## src/rtl/button_gesture_decoder.sv

```systemverilog
// Classifies a debounced button level into one-cycle gesture pulses:
// press, release, short click, long press and double click.
module button_gesture_decoder #(
    parameter int LONG_TICKS = 8,
    parameter int GAP_TICKS  = 4
) (
    input  logic       clk,
    input  logic       rst,
    input  logic       tick_en,
    input  logic       debounced_in,
    output logic       press_pulse,
    output logic       release_pulse,
    output logic       short_click,
    output logic       long_press,
    output logic       double_click,
    output logic [2:0] state
);

    localparam int MAX_TICKS = (LONG_TICKS > GAP_TICKS) ? LONG_TICKS : GAP_TICKS;
    localparam int CW        = $clog2(MAX_TICKS + 1);
    localparam logic [CW-1:0] LONG_LAST = CW'(LONG_TICKS - 1);
    localparam logic [CW-1:0] GAP_LAST  = CW'(GAP_TICKS - 1);
    localparam logic [CW-1:0] CNT_TOP   = CW'(MAX_TICKS - 1);

    typedef enum logic [2:0] {
        S_IDLE    = 3'd0,
        S_PRESSED = 3'd1,
        S_LONG    = 3'd2,
        S_GAP     = 3'd3,
        S_SECOND  = 3'd4
    } state_t;

    state_t        state_q, state_d;
    logic [CW-1:0] cnt_q, cnt_d;
    logic          in_q;
    logic          rise, fall;
    logic          short_d, long_d, double_d;

    assign rise  = debounced_in & ~in_q;
    assign fall  = ~debounced_in & in_q;
    assign state = state_q;

    always_comb begin
        state_d  = state_q;
        short_d  = 1'b0;
        long_d   = 1'b0;
        double_d = 1'b0;
        case (state_q)
            S_IDLE: begin
                if (rise) state_d = S_PRESSED;
            end
            S_PRESSED: begin
                if (fall) begin
                    state_d = S_GAP;
                end else if (tick_en && cnt_q == LONG_LAST) begin
                    long_d  = 1'b1;
                    state_d = S_LONG;
                end
            end
            S_LONG: begin
                if (fall) state_d = S_IDLE;
            end
            S_GAP: begin
                if (rise) begin
                    state_d = S_SECOND;
                end else if (tick_en && cnt_q == GAP_LAST) begin
                    short_d = 1'b1;
                    state_d = S_IDLE;
                end
            end
            S_SECOND: begin
                if (fall) begin
                    double_d = 1'b1;
                    state_d  = S_IDLE;
                end else if (tick_en && cnt_q == LONG_LAST) begin
                    // The first click is already complete; the held second press turns long.
                    short_d = 1'b1;
                    long_d  = 1'b1;
                    state_d = S_LONG;
                end
            end
            default: state_d = S_IDLE;
        endcase
    end

    // Counter restarts on every state entry and saturates instead of wrapping.
    always_comb begin
        cnt_d = cnt_q;
        if (state_d != state_q || state_q == S_IDLE) begin
            cnt_d = '0;
        end else if (tick_en && cnt_q < CNT_TOP) begin
            cnt_d = cnt_q + 1'b1;
        end
    end

    always_ff @(posedge clk or negedge rst) begin
        if (!rst) begin
            state_q       <= S_IDLE;
            cnt_q         <= '0;
            in_q          <= 1'b0;
            press_pulse   <= 1'b0;
            release_pulse <= 1'b0;
            short_click   <= 1'b0;
            long_press    <= 1'b0;
            double_click  <= 1'b0;
        end else begin
            state_q       <= state_d;
            cnt_q         <= cnt_d;
            in_q          <= debounced_in;
            press_pulse   <= rise;
            release_pulse <= fall;
            short_click   <= short_d;
            long_press    <= long_d;
            double_click  <= double_d;
        end
    end

endmodule

```

## config.mk

```make
export PLATFORM = sky130hd
export DESIGN_NAME = button_gesture_decoder
export DESIGN_NICKNAME = d
export VERILOG_FILES = /design/src/rtl/button_gesture_decoder.sv
export SDC_FILE = /design/constraint.sdc
export NUM_CORES = 1
export LEC_CHECK = 0
export CAP_MARGIN = 15
export CORE_MARGIN = 2
export CORE_UTILIZATION = 30
export DETAILED_ROUTE_END_ITERATION = 12
export MAX_ROUTING_LAYER = met4
export PLACE_DENSITY = 0.57
export SLEW_MARGIN = 25
export SYNTH_ARGS = -nofsm -noshare
export SYNTH_HDL_FRONTEND = slang
export SYNTH_SLANG_ARGS = --single-unit
```

## constraint.sdc

```tcl
create_clock -name clk -period 2.54 [get_ports clk]
set_clock_uncertainty 0.15 [all_clocks]
set_input_delay 0.254 -clock clk [delete_from_list [all_inputs] [get_ports clk]]
set_output_delay 0.254 -clock clk [all_outputs]
set_load 0.02 [all_outputs]
```

==> metrics.sh <==
OUTCOME='finished, final reports clean'
CRIT_FAMILY='buffers and inverters'
WARNINGS_FROM_YOSYS=0
FMAXACHIEVABLE_GHz=0.510
REQUIRED_PS=2140
YS_FF_LATCH=13
END_KIND='output port'
CORE_REGION_AREA_UM2=2210
GRT_OVERFLOW_TOTAL=0
START_KIND='flop'
FINALSETUPVIOLATIONS=0
SYNTH.CELL_AREA_UM2=701
PATH_CLK_SLEW_PS=80
LAYOUT.CELLS.MOST_COMMON='sky130_fd_sc_hd__dfrtp_1'
SYNTH_TOP_AREA_SHARE_PCT=46.4
HOLD_VIOL=0
CTS.PATH.MAX_BUFFERS=2
CRITICAL_PATH.MAX_STAGE_DELAY_PS=690
STD_CELL_ROWS=17
HOLD_BUFFERS=0
POST-SYNTH-TOP-AREA-CELL='sky130_fd_sc_hd__dfrtp_1'
IO_PINS=12
CRITPATHARRIVALTIME_PS=1560
POWER_LEAKAGE_nW=0.343
WIRE_LENGTH_OF_THE_FIRST_GLOBAL_ROUTING_PASS_MM=2.46
CTS_ROOT_BUF='sky130_fd_sc_hd__clkbuf_4'
FINISH.CELL_COUNT_WITHOUT_FILLERS=104
DETAIL_ROUTE.ITER0.VIOLATIONS=13
TIMING_WORST_SETUP_PATH_TYPE='reg2out'
CTSHTREEMAXLEVEL=1
SEQ_AREA_UM2=325
MIN_PERIOD_OVER_PERIOD_PCT=77.2
M1WIRELENGTH_UM=627
TOP_SIGNAL_LAYER_USED='met4'
YOSYS.CELL_TYPES.COUNT=32
FINALCRITICALPERIOD_PS=1960
LOGIC_PWR_SHARE_PCT=38.1
FINAL_NET_COUNT=82
NUMBER_OF_PLACED_INSTANCES_TAPS_INCLUDED=100
TRITONCTS='yes'
CELLPOWERDENSITY_nW_PER_UM2=858
CELL_INTERNAL_PWR_uW=436
HOLD_PATH_CLASS='in2async'
FILLERS=239
VDD_DROP_MAX_mV=0.445
PLACE.GP.CONGESTION=0.772
RSZ0062_AT_GRT='false'
CP_CELL_SEQUENCE='clkdlybuf4s50_1'
ROUTED_WL_MM=1.34
MET2ROUTEDLENGTH_UM=621
DRTPASS1ITERATIONS=4
ROUTE.DETAILED.VIAS_PER_INST=4.93
PORT-BUFFER-COUNT=11
CRITPATHBUFINV=1
TIGHTEST_SLEW_PS=579
GLOBALROUTETOTALUTIL_PCT=13.1
FLOORPLAN.DIE.HEIGHT_UM=52.3
FINAL_MAX_SLEW_VIOLS=0
CTS_INSERTED_BUFFERS=3
NETSW_uW=282
CLOCK_LATENCY_ON_THE_WORST_SKEW_PAIR_PS=280
MAX-CAP-VIOLATIONS=0
SEQ_POWER_SHARE_PCT=44.3
CRIT_PATH_SLOWEST_CELL='sky130_fd_sc_hd__clkdlybuf4s50_1'
POSTCTSSETUPREPAIRBUFS=0
SYNTHESIS.NETS=70
DRC_ERRORS=0
AREAGROWTHSYNTHTOFINISH_PCT=19.5
WL_PER_CELL_UM=12.9
POST_SYNTH.CELL_AREA_AVG_UM2=10.8
NUMBER_OF_ANTENNA_VIOLATIONS_AT_THE_FIRST_CHECK_IN_GLOBAL_ROUTING=0
MULTIINPUTGATEAREA_UM2=333
SHARE_CLK_OF_TOTAL_POWER_PCT=17.6
GRT_MAX_DEGREE=14
FINAL_LAYOUT_SIZE_SUFFIX_GT1_SHARE_PCT=13.2
FP.DIEAREA_UM2=2740
MOST-COMMON-LAYOUT-CELLS='sky130_fd_sc_hd__dfrtp_1, sky130_fd_sc_hd__clkdlybuf4s50_1, sky130_fd_sc_hd__nand2_1, sky130_fd_sc_hd__nor3_1'
PATH_MAX_FANOUT=12
CLOCK-SINKS=13
VIA_COUNT=513
DETAIL-ROUTE-ANTENNA-NETS=0
DIEWIDTH_UM=52.3
ANTENNA_CELLS_INSERTED=0
SYNTHESIS.INSTANCES=65
FIRST_GLOBAL_VIAS=554
MET3ROUTEDLENGTH_UM=58
CTS_RESIZED=0
POST_SYNTH_MAIN_AREA_CONTRIBUTORS='sky130_fd_sc_hd__dfrtp_1, sky130_fd_sc_hd__nor3_1, sky130_fd_sc_hd__a2111oi_4'
START_UTIL_PCT=31.7
HEADROOM_TO_THE_MAX_SLEW_LIMIT_PCT=61.3
TOTALNEGATIVESETUPSLACK_PS=0
P_SW_SHARE_PCT=39.3
SYNTH-SEQ-AREA-SHARE_PCT=46.4
DETAILED_PLACE_HPWL_UM=983
[layer usage]
| metal | vias up | global-route usage (%) |
|---|---|---|
| li1 | 259 | - |
| met2 | 10 | 19.6 |
| met1 | 239 | 14.9 |
| met3 | 5 | 5.14 |
| met4 | 0 | 7.69 |
| met5 | - | - |
[power by group through the flow]
stage          sequential (mW)  combinational, mW  clock, mW
2_1_floorplan            0.300              0.231          0
5_1_grt                  0.327              0.303      0.147
3_5_place_dp             0.322              0.275          0
3_3_place_gp             0.322              0.272          0
6_report                 0.318              0.274      0.127
4_1_cts                  0.317              0.277      0.133
[synth_stat cells]
master,number
sky130_fd_sc_hd__clkbuf_2,1
sky130_fd_sc_hd__xor2_1,1
sky130_fd_sc_hd__o221ai_2,1
sky130_fd_sc_hd__ha_1,1
sky130_fd_sc_hd__and3_1,1
sky130_fd_sc_hd__nand2b_4,1
sky130_fd_sc_hd__nand2_1,6
sky130_fd_sc_hd__o21a_1,1
sky130_fd_sc_hd__o22a_1,1
sky130_fd_sc_hd__o211ai_1,1
sky130_fd_sc_hd__nand2b_1,2
sky130_fd_sc_hd__a31oi_1,2
sky130_fd_sc_hd__buf_4,1
sky130_fd_sc_hd__or3_2,1
sky130_fd_sc_hd__nand2b_2,1
sky130_fd_sc_hd__and2b_1,1
sky130_fd_sc_hd__nand4b_1,1
sky130_fd_sc_hd__o21ai_0,2
sky130_fd_sc_hd__nor2b_1,1
sky130_fd_sc_hd__buf_6,2
sky130_fd_sc_hd__o21bai_1,2
sky130_fd_sc_hd__and3b_4,1
sky130_fd_sc_hd__nor3_1,6
sky130_fd_sc_hd__and2b_2,1
sky130_fd_sc_hd__inv_1,2
sky130_fd_sc_hd__a2111oi_4,1
sky130_fd_sc_hd__nor2_1,2
sky130_fd_sc_hd__mux2i_1,1
sky130_fd_sc_hd__a211oi_1,3
sky130_fd_sc_hd__o31ai_1,1
sky130_fd_sc_hd__a21oi_1,3
sky130_fd_sc_hd__dfrtp_1,13
[final cells by class]
| class | instances | area share (%) |
|---|---|---|
| inverter | 2 | 0.897 |
| sequential | 13 | 38.9 |
| tap | 28 | 4.19 |
| clock buffer | 4 | 3.14 |
| timing repair buffer | 11 | 13.2 |
| multi-input combinational | 46 | 39.8 |
[stage by stage]
| stage | instance area [µm²] | power, mW | setup WS, ps | utilization, % | hold slack (ps) |
|---|---|---|---|---|---|
| 3_5_place_dp | 811 | 0.596 | 507 | 36.7 | 379 |
| 6_report | 837 | 0.718 | 578 | 37.8 | 188 |
| 2_1_floorplan | 701 | 0.531 | 812 | - | -192 |
| 3_3_place_gp | 811 | 0.594 | 544 | 36.7 | 372 |
| 4_1_cts | 837 | 0.728 | 568 | 37.8 | 208 |
| 5_1_grt | 837 | 0.776 | 504 | 37.8 | 227 |
[flip-flops by register name, summed over array words and instances (netlist names)]
name	flops
state	3
long_press	1
press_pulse	1
in_q	1
cnt_q	4
release_pulse	1
double_click	1
short_click	1
[final timing paths]
kind / startpoint / endpoint / slack [ps] / depth (start not counted)
worst max-delay path: state[1] / state[1] / 580 / 1
worst min-delay path: rst / state[0] / 190 / 1
worst max register to register: cnt_q[0] / cnt_q[0] / 640 / 5
worst min register to register: in_q / press_pulse / 400 / 1
max in group asynchronous: rst / in_q / 1660 / 1
min in group clk: debounced_in / in_q / 310 / 1
[logic make-up after synthesis]
group,count (synthesis),synth area share (%)
AO/OA/AOI/OAI,18,21.2
AND/OR/NAND/NOR,25,21.8
buffers and inverters,6,6.07
XOR/XNOR,1,1.25
flip-flops,13,46.4
multiplexers,1,1.43
adder cells (fa/ha/maj),1,1.79
No activity file was read; power rests on OpenSTA's default activity.
